==> src/rtl/div_mod_pkg.sv <==
// div_mod_pkg: shared widths, mode encodings, saturation limits and FSM state
// type for the signed divide/modulo block.
package div_mod_pkg;

  localparam int DIVIDEND_W = 32;
  localparam int DIVISOR_W  = 16;
  localparam int RESULT_W   = 17;

  localparam logic MODE_QUOT = 1'b0;
  localparam logic MODE_REM  = 1'b1;

  // 17-bit two's complement limits: +65535 and -65536.
  localparam logic [RESULT_W-1:0] Q_MAX = 17'h0FFFF;
  localparam logic [RESULT_W-1:0] Q_MIN = 17'h10000;

  typedef enum logic [1:0] {
    IDLE = 2'd0,
    BUSY = 2'd1,
    DONE = 2'd2
  } state_t;

endpackage

==> src/rtl/div_core_unsigned.sv <==
// div_core_unsigned: 32/16 unsigned restoring divider, one quotient bit per
// cycle, MSB first.
//   clk, reset     : clock, synchronous active-low reset
//   start          : load operands and begin (ignored while reset is low)
//   dividend       : 32-bit unsigned dividend
//   divisor        : 16-bit unsigned divisor
//   done           : high during the cycle whose closing edge runs the
//                    last (32nd) iteration
//   quotient       : 32-bit quotient, final after the last iteration
//   remainder      : 16-bit remainder, final after the last iteration
import div_mod_pkg::*;

module div_core_unsigned (
  input  logic                  clk,
  input  logic                  reset,
  input  logic                  start,
  input  logic [DIVIDEND_W-1:0] dividend,
  input  logic [DIVISOR_W-1:0]  divisor,
  output logic                  done,
  output logic [DIVIDEND_W-1:0] quotient,
  output logic [DIVISOR_W-1:0]  remainder
);

  // quo_q starts as the dividend and shifts left; quotient bits fill in
  // from the bottom while dividend bits leave from the top.
  logic [DIVIDEND_W-1:0] quo_q;
  logic [DIVISOR_W-1:0]  rem_q;
  logic [DIVISOR_W-1:0]  dvs_q;
  logic [4:0]            count_q;
  logic                  busy_q;

  logic [DIVISOR_W:0]    trial;
  logic [DIVISOR_W-1:0]  diff;
  logic                  fits;

  // The 17-bit trial remainder is {remainder, next dividend bit}. When it
  // fits, trial - divisor < divisor, so the low 16 bits of the
  // subtraction are exact.
  assign trial = {rem_q, quo_q[DIVIDEND_W-1]};
  assign fits  = (trial >= {1'b0, dvs_q});
  assign diff  = trial[DIVISOR_W-1:0] - dvs_q;

  assign done      = busy_q && (count_q == 5'd31);
  assign quotient  = quo_q;
  assign remainder = rem_q;

  always_ff @(posedge clk) begin
    if (!reset) begin
      quo_q   <= '0;
      rem_q   <= '0;
      dvs_q   <= '0;
      count_q <= '0;
      busy_q  <= 1'b0;
    end else if (start) begin
      quo_q   <= dividend;
      rem_q   <= '0;
      dvs_q   <= divisor;
      count_q <= '0;
      busy_q  <= 1'b1;
    end else if (busy_q) begin
      rem_q   <= fits ? diff : trial[DIVISOR_W-1:0];
      quo_q   <= {quo_q[DIVIDEND_W-2:0], fits};
      count_q <= count_q + 5'd1;
      if (count_q == 5'd31) begin
        busy_q <= 1'b0;
      end
    end
  end

endmodule

==> src/rtl/div_mod_top_level.sv <==
// div_mod_top_level: sequential signed divider returning the truncated
// quotient (saturated to 17 bits) or the remainder of dividend / divisor.
//   clk, reset    : clock, synchronous active-low reset
//   dividend      : 32-bit signed dividend
//   divisor       : 16-bit signed divisor
//   mode          : 0 = quotient, 1 = remainder
//   valid_input   : request strobe, accepted only in IDLE
//   valid_output  : one-cycle pulse when final_output is updated
//   final_output  : 17-bit signed result, held until the next result
//   dbg_state     : current FSM state, for observation only
// Handshake: a request is accepted on any rising edge where valid_input=1
// and the FSM is IDLE; requests in BUSY/DONE are dropped. The result
// appears 33 edges after acceptance with valid_output high for one cycle.
import div_mod_pkg::*;

module div_mod_top_level (
  input  logic                  clk,
  input  logic                  reset,
  input  logic [DIVIDEND_W-1:0] dividend,
  input  logic [DIVISOR_W-1:0]  divisor,
  input  logic                  mode,
  input  logic                  valid_input,
  output logic                  valid_output,
  output logic [RESULT_W-1:0]   final_output,
  output state_t                dbg_state
);

  state_t state;
  logic   mode_r;
  logic   dividend_neg;
  logic   divisor_neg;
  logic   divisor_zero;

  logic                  start;
  logic [DIVIDEND_W-1:0] dividend_mag;
  logic [DIVISOR_W-1:0]  divisor_mag;
  logic                  core_done;
  logic [DIVIDEND_W-1:0] core_quot;
  logic [DIVISOR_W-1:0]  core_rem;

  logic                  quot_neg;
  logic [RESULT_W-1:0]   quot_res;
  logic [RESULT_W-1:0]   rem_res;
  logic [RESULT_W-1:0]   result;

  assign dbg_state = state;
  assign start     = (state == IDLE) && valid_input;

  // The most negative dividend has magnitude 2^31, which still fits the
  // 32-bit unsigned magnitude; likewise -32768 for the divisor.
  assign dividend_mag = dividend[DIVIDEND_W-1] ? (~dividend + 32'd1) : dividend;
  assign divisor_mag  = divisor[DIVISOR_W-1]  ? (~divisor + 16'd1)  : divisor;

  div_core_unsigned u_core (
    .clk       (clk),
    .reset     (reset),
    .start     (start),
    .dividend  (dividend_mag),
    .divisor   (divisor_mag),
    .done      (core_done),
    .quotient  (core_quot),
    .remainder (core_rem)
  );

  assign quot_neg = dividend_neg ^ divisor_neg;

  // Sign correction and saturation. Negating a zero magnitude wraps to zero,
  // so a zero result is never negative. A negative magnitude of exactly
  // 65536 negates to 17'h10000, which is Q_MIN.
  always_comb begin
    quot_res = '0;
    rem_res  = '0;
    result   = '0;
    if (quot_neg) begin
      if (core_quot > 32'd65536) quot_res = Q_MIN;
      else                       quot_res = ~core_quot[RESULT_W-1:0] + 17'd1;
    end else begin
      if (core_quot > 32'd65535) quot_res = Q_MAX;
      else                       quot_res = core_quot[RESULT_W-1:0];
    end
    rem_res = dividend_neg ? (~{1'b0, core_rem} + 17'd1) : {1'b0, core_rem};
    if (divisor_zero) begin
      if (mode_r == MODE_REM) result = '0;
      else                    result = dividend_neg ? Q_MIN : Q_MAX;
    end else begin
      result = (mode_r == MODE_REM) ? rem_res : quot_res;
    end
  end

  always_ff @(posedge clk) begin
    if (!reset) begin
      state        <= IDLE;
      valid_output <= 1'b0;
      final_output <= '0;
      mode_r       <= 1'b0;
      dividend_neg <= 1'b0;
      divisor_neg  <= 1'b0;
      divisor_zero <= 1'b0;
    end else begin
      valid_output <= 1'b0;
      case (state)
        IDLE: begin
          if (valid_input) begin
            mode_r       <= mode;
            dividend_neg <= dividend[DIVIDEND_W-1];
            divisor_neg  <= divisor[DIVISOR_W-1];
            divisor_zero <= (divisor == '0);
            state        <= BUSY;
          end
        end
        BUSY: begin
          if (core_done) state <= DONE;
        end
        DONE: begin
          final_output <= result;
          valid_output <= 1'b1;
          state        <= IDLE;
        end
        default: state <= IDLE;
      endcase
    end
  end

endmodule

==> config.mk <==
export PLATFORM = sky130hd
export DESIGN_NAME = div_mod_top_level
export DESIGN_NICKNAME = d
export VERILOG_FILES = /design/src/rtl/div_mod_pkg.sv /design/src/rtl/div_core_unsigned.sv /design/src/rtl/div_mod_top_level.sv
export SDC_FILE = /design/constraint.sdc
export NUM_CORES = 1
export LEC_CHECK = 0
export BUFFER_PORTS_ARGS = -buffer_cell sky130_fd_sc_hd__buf_4
export CAP_MARGIN = 10
export CORE_MARGIN = 5
export CORE_UTILIZATION = 54
export DETAILED_ROUTE_END_ITERATION = 16
export GPL_ROUTABILITY_DRIVEN = 0
export MAX_ROUTING_LAYER = met4
export PLACE_DENSITY = 0.81
export REMOVE_ABC_BUFFERS = 1
export SETUP_SLACK_MARGIN = 0.5
export SLEW_MARGIN = 20
export SYNTH_ARGS = -nofsm -noshare
export SYNTH_HDL_FRONTEND = slang
export SYNTH_HIERARCHICAL = 1
export SYNTH_SLANG_ARGS = --single-unit
==> constraint.sdc <==
create_clock -name clk -period 2.6 [get_ports clk]
set_clock_uncertainty 0.1 [all_clocks]
set_input_delay 0.52 -clock clk [delete_from_list [all_inputs] [get_ports clk]]
set_output_delay 0.52 -clock clk [all_outputs]
set_load 0.1 [all_outputs]
# Word level (Yosys, flattened, before mapping)
# Index checks and enable logic that the tools add are counted.
# Widths: inputs -> output; s select.
# word_totals
regBits,94
inputBits,52
output_inout_bits,20
word_cells,60
# classes
add_sub_neg,6
order_cmp,3
eq_ne,5
mux,20
bitwise,6
reduce_logical,8
# ops
operator,count
$mux 17,8
$mux 32,3
$add 17x1->17 const B,2
$add 32x1->32 const B,1
$gt 32x16->1 const B,1
$gt 32x17->1 const B,1
$mux 16,2
$not 32->32,1
$ge 17x16->1,1
$not 16->17,1
$not 17->17,1
$add 16x1->16 const B,1
$logic_not 16->1,1
$not 16->16,1
$sub 16x16->16,1
$add 5x1->5 const B,1
$eq 5x5->1 const B,1
$mux 1,4
$mux 2,2
$ne 2x2->1 const B,2
$pmux 2 s2,1
$reduce_and 2->1,2
$eq 2x1->1 const B,1
$eq 2x2->1 const B,1
6 further kinds,7

# Longest topological paths before layout
# Gate-level depths: netlist of run 1.
# depth
ltp_word,6
ltp_mapped,10
mapped_depth_nobuf,10

# By module
# The synthesis of run 1 kept the hierarchy.
# modules_own_cells
mod,instances,cells_per_inst,area_each_um2
div_core_unsigned,1,463,4015.1
div_mod_top_level,1,402,2941.6

# Worst setup path before layout of run 1
# Ideal clock, no wire load.
# synth_timing
path_type,flip-flop to flip-flop
from,"register state[1], in the netlist dbg_state[1]"
to,register u_core.dvs_q[0]
arrival_ns,2.428
required_time_ns,2.383
slack_ns,-0.045
path_stages_with_launch,6
synth_period_minus_slack_ns,2.645
path_cell_list,dfxtp_1 -> nor3b_1 -> clkbuf_1 -> buf_1 -> mux2i_1 -> nor2b_1
# synth_via
elab_chain_len,2
# synth_lines
element,line,source
start: declaration,div_mod_top_level.sv:28,state_t state;
start signal: assignment,div_mod_top_level.sv:92,state <= IDLE;
start signal: assignment,div_mod_top_level.sv:108,state <= BUSY;
start signal: assignment,div_mod_top_level.sv:112,if (core_done) state <= DONE;
$logic_not 2->1,div_mod_top_level.sv:47,assign start = (state == IDLE) && valid_input;
$logic_and 1x1->1,div_mod_top_level.sv:47,
via start,div_mod_top_level.sv:34,logic start;
end signal: assignment,div_core_unsigned.sv:57,dvs_q <= divisor;
end: declaration,div_core_unsigned.sv:28,logic [DIVISOR_W-1:0] dvs_q;
# The timed path passes the listed nets, and every way through them passes these cells.
# A chain may end at the register's enable or synchronous reset.

# Worst setup path after layout of run 1
# layout_timing
from,"register u_core.quo_q[0], in the netlist u_core/quotient[0]"
to,register final_output[4]
# layout_via
elab_chain_len,6
elab_cells_between_ends,9
classes_between,add/sub: 1; order compare: 2; mux: 5; bitwise: 1
# layout_lines
element,line,source
start: declaration,div_core_unsigned.sv:26,logic [DIVIDEND_W-1:0] quo_q;
start signal: assignment,div_core_unsigned.sv:55,quo_q <= dividend;
start signal: assignment,div_core_unsigned.sv:62,"quo_q <= {quo_q[DIVIDEND_W-2:0], fits};"
"parallel branches: the longest is 3 deep, another holds $gt 32x16->1",--,
$mux 17 *,div_mod_top_level.sv:74,if (quot_neg) begin
$mux 17 *,div_mod_top_level.sv:86,result = (mode_r == MODE_REM) ? rem_res : quot_res;
$mux 17 *,div_mod_top_level.sv:82,if (divisor_zero) begin
end signal: assignment,div_mod_top_level.sv:115,final_output <= result;
end: declaration,div_mod_top_level.sv:24,"output logic [RESULT_W-1:0] final_output,"
# Every way passes the cells marked *.

==> out/metrics.cfg, run 1 <==
[outcome]
status = finished clean

[clock_tree]
clkTransAtPathRegs_ps = 70
h-tree-depth = 3
clk-insertion-delay-late_ps = 360
cts-root-buf = clkbuf_16
cts_sinks = 94
cts_made_buffers = 9
cts_hold_buf = 0
cts_tree = built
clock_path_buffers = 2

[floorplanning]
dieArea_sq_mm = 0.0153
row_count = 41
dieWidth_um = 124
fp.dieH_um = 124
start_util_pct = 55.1
pin_count = 72
core_sq_mm = 0.0126

[worst_setup_path]
worstReg2RegEnd = final_output[4]
r2r_slack_ps = 70
r2r-start = u_core/quotient[0]
arrival_ps = 2710
path_class = reg -> reg
rr_worst_depth = 7
worstPathRequired_ps = 2780
cp-endpoint = final_output[4]
critPathLaunchType = flop
worst_setup_path_end_kind = flop
setup.worst_path.start = u_core/quotient[0]
cp_max_fo = 4

[route]
drtPass1Iterations = 7
vias = 7819
wl_per_cell_um = 22.1
route.detailed.drc = 0
routed_wl_mm = 25.9
ant_nets = 0
vias_per_cell = 6.68
drt_iter0_drc = 1234

[timing]
layout_setup_ws_ps = 70.9
fin_crit_sh_pct = 97.3
fin_crit_ps = 2530
maxSlewViolCount = 0
setup_violations = 0
whs_ps = 329
max-slew-margin-rel_pct = 32.9
fmaxAchievable_mhz = 395
rsz0062_at_grt = yes
hold_violations = 0
tightest_slew_ps = 999

[logic_synthesis]
synth_cells = 865
synth_area_sq_mm = 0.00696
yosysWarnings = 6
ys_seq_elements = 94
yosysTopAreaCellShare_pct = 27.1
avgSynthCellArea_sq_um = 8.04
ys_async_sr_fraction_pct = 0
synth_ff_type = dfxtp_1
ys_seq_area_share_pct = 27.1
yosysTopAreaCell = dfxtp_1
ys_top_cells_by_area = dfxtp_1 27%, mux2i_1 9.5%, xnor2_1 7.6%
synth_edf_count = 0
synth_cell_types = 73

[finish]
layout.nets = 1069
n_antenna_cell = 0
final_common_cell = buf_4
seqCellArea_sq_mm = 0.00191
fillCellCount = 768
syn2layout_area_growth_pct = 39.1
drive_gt1_share_pct = 33.8
multi_input_area_sq_mm = 0.00577
layout_common_cells = 139 x buf_4, 74 x dfxtp_1, 69 x o21ai_0

[flow_run]
maxCapViolations = 0

[global_routing]
gr-total-overflow = 0
grt_pass1_vias = 6891
grt_usage_pct = 28.8
antenna_found_initial = 0
grt_max_degree = 88
grt_pass1_wl_mm = 34.3

[placement]
dpl.hpwl_mm = 13.6
port_buffers = 71
post-place-ws_ps = -147

[pwr]
p_clk_share_pct = 27.2
p_seq_share_pct = 29.7
switchingPower_w = 0.00204
powerDensity_mw_per_mm2 = 567
swShare_pct = 37.1
p_int_w = 0.00345
p_leak_nw = 3.73
p_comb_share_pct = 43.1
peakVddDrop_mv = 0.368

[hold_path]
hold_path.startpoint = mode
hold_path.class = in -> reg

[cell families after synthesis]
kind of cell	Yosys count	synth area share, %
and+or+nand+nor	300	23.5
DFF	94	27.1
AOI/OAI and AO/OA	226	21.4
muxes	66	9.50
adders and majority gates	23	4.24
xor gates and xnor gates	77	9.69
buffers and inverters	79	4.57
[routing by layer]
| layer | share of wire, % | global-route usage, % |
|---|---|---|
| met1 | 38 | 37.5 |
| met4 | 5.8 | 10.9 |
| met2 | 47 | 46.0 |
| met3 | 9.1 | 3.25 |
| met5 | 0 | - |
[power by group through the flow]
stage / Clock, W / Combinational, W / Sequential, W
floorplan: 0 / 0.00110 / 0.00166
global placement: 0 / 0.00154 / 0.00163
detailed placement: 0 / 0.00157 / 0.00164
CTS: 0.00147 / 0.00188 / 0.00161
global route: 0.00155 / 0.00247 / 0.00164
finish: 0.00149 / 0.00237 / 0.00163
[sequential cells by signal, indices dropped and copies added, names as in the netlist, 2 cells and up]
signal	count
u_core/quotient	32
final_output	17
u_core/dvs_q	16
u_core/remainder	16
u_core/count_q	5
dbg_state	2
[what timing repair did]
action                                  in CTS  in global routing
pin swaps                                   51                 66
setup buffers                               20                 16
endpoints found under the setup margin      57                 62
resized for setup                          123                112
gates cloned                                 2                  2
[final cells by class]
class	count	area share, %
Clock inverter	5	0.853
Clock buffer	11	2.51
Inverter	34	1.40
Tap cell	172	2.22
Sequential cell	94	19.8
Multi-Input combinational cell	695	59.6
Timing Repair Buffer	160	13.7
[stage by stage]
step                std cells  instance area, sq um  power (W)  TNS, ps  utilization [%]
finish                   1171                  9680    0.00549        0             76.7
global route             1171                  9680    0.00565        0             76.7
CTS                      1153                  9000    0.00496        0             71.3
detailed placement       1115                  7950    0.00321     -834             63.0
global placement         1115                  7950    0.00317     -201             63.0
floorplan                 820                  6770    0.00276  -328780                -
[cells in the mapped netlist (all sizes together), types with 4 or more instances]
cell type	count
nand4	4
inv	34
nor3b	5
or4	15
nand3	16
xor2	17
and3	4
nand3b	4
a221oi	4
nor3	25
o221ai	7
nor2b	22
or2	4
a31oi	6
a21oi	36
clkbuf	35
or3	17
o41ai	9
xnor2	60
o21bai	4
buf	10
o21a	5
nor4	12
nand2	75
nor2	38
a211oi	6
dfxtp	94
o21ai	96
nand2b	16
ha	22
mux2i	66
and2	33
a21o	5
o31ai	23
[how the worst min path moves through the flow]
stage                                    to  slack, ps  cells past startpoint
after global routing                 mode_r        370                      3
after floorplan           u_core/count_q[4]        370                      2
after detailed placement  u_core/count_q[4]        410                      2
after global placement    u_core/count_q[4]        380                      2
final                                mode_r        330                      3
after CTS                            mode_r        320                      3
[critical path, stage by stage (launching register included)]
cell and delay (ps):
dfxtp_2 330, inv_2 70, ha_4 120, or4b_4 460, o41a_1 480, or3_4 360, or3_4 370, a31oi_1 170
Note: power is estimated with default switching activity, not from simulation.
==> inputs of run 2 (changes only) <==
- clock period: 2.6 -> 2.3 ns (I/O delays scaled with it)
==> out/metrics.cfg, run 2 (synthesis gave the netlist of run 1 again) <==
[pwr]
swShare_pct = 40.6  ; was 37.1%
switchingPower_w = 0.00268  ; was 0.00204 W
p_seq_share_pct = 28.0  ; was 29.7%
p_leak_nw = 4.18  ; was 3.73 nW
p_int_w = 0.00393  ; was 0.00345 W
p_clk_share_pct = 22.9  ; was 27.2%
powerDensity_mw_per_mm2 = 626  ; was 567 mW/mm^2
peakVddDrop_mv = 0.512  ; was 0.368 mV
p_comb_share_pct = 49.1  ; was 43.1%

[finish]
fillCellCount = 600  ; was 768
largest_reg_flops = 32  ; unchanged
layout_common_cells = 175 x buf_4, 70 x dfxtp_1, 63 x mux2i_1  ; was 139 x buf_4, 74 x dfxtp_1, 69 x o21ai_0
drive_gt1_share_pct = 42.8  ; was 33.8%
final_common_cell = buf_4  ; unchanged
layout.nets = 1130  ; was 1069
syn2layout_area_growth_pct = 51.7  ; was 39.1%

[timing]
fmaxAchievable_mhz = 376  ; was 395 MHz
maxSlewViolCount = 0  ; unchanged
fin_crit_ps = 2660  ; was 2530 ps
whs_ps = 253  ; was 329 ps
max-slew-margin-rel_pct = 36.6  ; was 32.9%
tightest_slew_ps = 952  ; was 999 ps
setup_violations = 33  ; was 0
fin_crit_sh_pct = 116  ; was 97.3%
hold_violations = 0  ; unchanged
layout_setup_ws_ps = -363  ; was 70.9 ps
rsz0062_at_grt = yes  ; unchanged

[worst_setup_path]
worst_setup_path_end_kind = flop  ; unchanged
path_class = reg -> reg  ; unchanged
r2r_slack_ps = -360  ; was 70 ps
arrival_ps = 2760  ; was 2710 ps
worstPathRequired_ps = 2400  ; was 2780 ps
rr_worst_depth = 10  ; was 7
r2r-start = u_core/dvs_q[4]  ; was u_core/quotient[0]
critical-path-max-stage-delay_ps = 380  ; was 480 ps
cp_common_cell = a21oi_2  ; was or3_4
cp_max_fo = 3  ; was 4
critPathLaunchType = flop  ; unchanged
slowest_stage = dfxtp_1  ; was o41a_1
crit_family = compound AO/OA/AOI/OAI gates  ; was simple AND/OR/NAND/NOR gates
path_cells = inv_1 -> ha_1 -> a21o_1 -> a21oi_2 -> a21oi_2 -> buf_6 -> o41ai_4 -> xnor2_1 -> mux2i_1 -> a21oi_2  ; was inv_2 -> ha_4 -> or4b_4 -> o41a_1 -> or3_4 -> or3_4 -> a31oi_1
worstReg2RegEnd = u_core/remainder[12]  ; was final_output[4]
critPathBufInv = 2  ; was 1

[global_routing]
grt_pass1_vias = 7881  ; was 6891
grt_usage_pct = 36.1  ; was 28.8%
grt_pass1_wl_mm = 42.1  ; was 34.3 mm
grt_max_degree = 70  ; was 88
gr-total-overflow = 0  ; unchanged
antenna_found_initial = 2  ; was 0

[outcome]
status = finished, violations left  ; was finished clean
violations = negative setup slack

[route]
route.detailed.drc = 0  ; unchanged
routed_wl_mm = 33.2  ; was 25.9 mm
drt_iter0_drc = 1743  ; was 1234
ant_nets = 0  ; unchanged
vias = 8960  ; was 7819
wl_per_cell_um = 26.9  ; was 22.1 um
drtPass1Iterations = 10  ; was 7
vias_per_cell = 7.26  ; was 6.68

[floorplanning]
row_count = 41  ; unchanged
fp.dieH_um = 124  ; unchanged
core_sq_mm = 0.0126  ; unchanged
start_util_pct = 55.1  ; unchanged
dieArea_sq_mm = 0.0153  ; unchanged
dieWidth_um = 124  ; unchanged
pin_count = 72  ; unchanged

[flow_run]
maxCapViolations = 0  ; unchanged

[clock_tree]
clock_path_buffers = 2  ; unchanged
cts_tree = built  ; unchanged
cts-root-buf = clkbuf_16  ; unchanged
cts_sinks = 94  ; unchanged
clkTransAtPathRegs_ps = 70  ; about the same
cts_made_buffers = 9  ; unchanged
clk-insertion-delay-late_ps = 360  ; about the same
h-tree-depth = 3  ; unchanged
cts_hold_buf = 0  ; unchanged

[hold_path]
holdPathEnd = mode_r  ; unchanged
whs_path_depth = 3  ; unchanged
hold_path.class = in -> reg  ; unchanged
hold_path.startpoint = mode  ; unchanged

[placement]
port_buffers = 71  ; unchanged
dpl.hpwl_mm = 14.3  ; was 13.6 mm
post-place-ws_ps = -394  ; was -147 ps

==> run 2: cell types whose count changed in the layout (fill, tap and decap cells not counted), sizes merged <==
cell    previous run  this run
bufinv             2         0
clkbuf            12        13
diode              0         2
buf              159       221
==> run 2: final cells by class <==
class | instances | area, sq um | share of cell area, %
clock inverter | 3 | 18.8 | 0.178
timing repair buffer | 221 | 1890 | 17.9
clock buffer | 13 | 260 | 2.47
tap | 172 | 215 | 2.04
inverter | 34 | 143 | 1.35
antenna | 2 | 5.00 | 0.0474
multi-input combinational | 695 | 6110 | 57.9
sequential | 94 | 1910 | 18.1
==> run 2: worst max path at each step <==
stage | start | end | depth (start not counted)
3_5_place_dp | dividend[1] | u_core/quotient[24] | 11
6_report | u_core/dvs_q[4] | u_core/remainder[12] | 10
4_1_cts | u_core/quotient[1] | final_output[4] | 7
3_3_place_gp | dividend[1] | u_core/quotient[24] | 11
2_1_floorplan | dbg_state[1] | u_core/remainder[14] | 6
5_1_grt | u_core/quotient[31] | u_core/remainder[12] | 11
==> run 2: worst min-delay path: stages <==
cell,delay (ps)
buf_4,80
mux2i_1,60
nor2_1,70
==> run 2: per-stage QoR <==
| stage | setup TNS [ps] | std cells | total power [W] | util, % | cell area, sq um |
|---|---|---|---|---|---|
| 3_5_place_dp | -9320 | 1167 | 0.00377 | 66.3 | 8360 |
| 3_3_place_gp | -7050 | 1167 | 0.00371 | 66.3 | 8360 |
| 2_1_floorplan | -356450 | 820 | 0.00312 | - | 6770 |
| 6_report | -5100 | 1234 | 0.00661 | 83.6 | 10600 |
| 5_1_grt | -6040 | 1234 | 0.00673 | 83.6 | 10600 |
| 4_1_cts | -1260 | 1213 | 0.00577 | 78.5 | 9910 |
==> run 2: power by group through the flow <==
stage | Sequential [W] | Clock [W] | Combinational, W
finish | 0.00185 | 0.00152 | 0.00324
global route | 0.00185 | 0.00157 | 0.00330
CTS | 0.00182 | 0.00145 | 0.00251
detailed placement | 0.00184 | 0 | 0.00193
global placement | 0.00184 | 0 | 0.00188
floorplan | 0.00188 | 0 | 0.00125
==> run 2: timing repair <==
item,CTS,global route
setup buffers,27,19
resized for setup,255,99
cloned,3,0
endpoints found under the setup margin,65,78
pin swaps,99,59
==> run 2: layer usage <==
| metal | GRT usage (%) | share of wire [%] | vias to the layer above |
|---|---|---|---|
| met3 | 6.54 | 13 | 400 |
| met4 | 19.7 | 9.8 | 0 |
| met1 | 43.5 | 33 | 4034 |
| met2 | 57.1 | 43 | 1011 |
| li1 | - | - | 3515 |
| met5 | - | 0 | - |
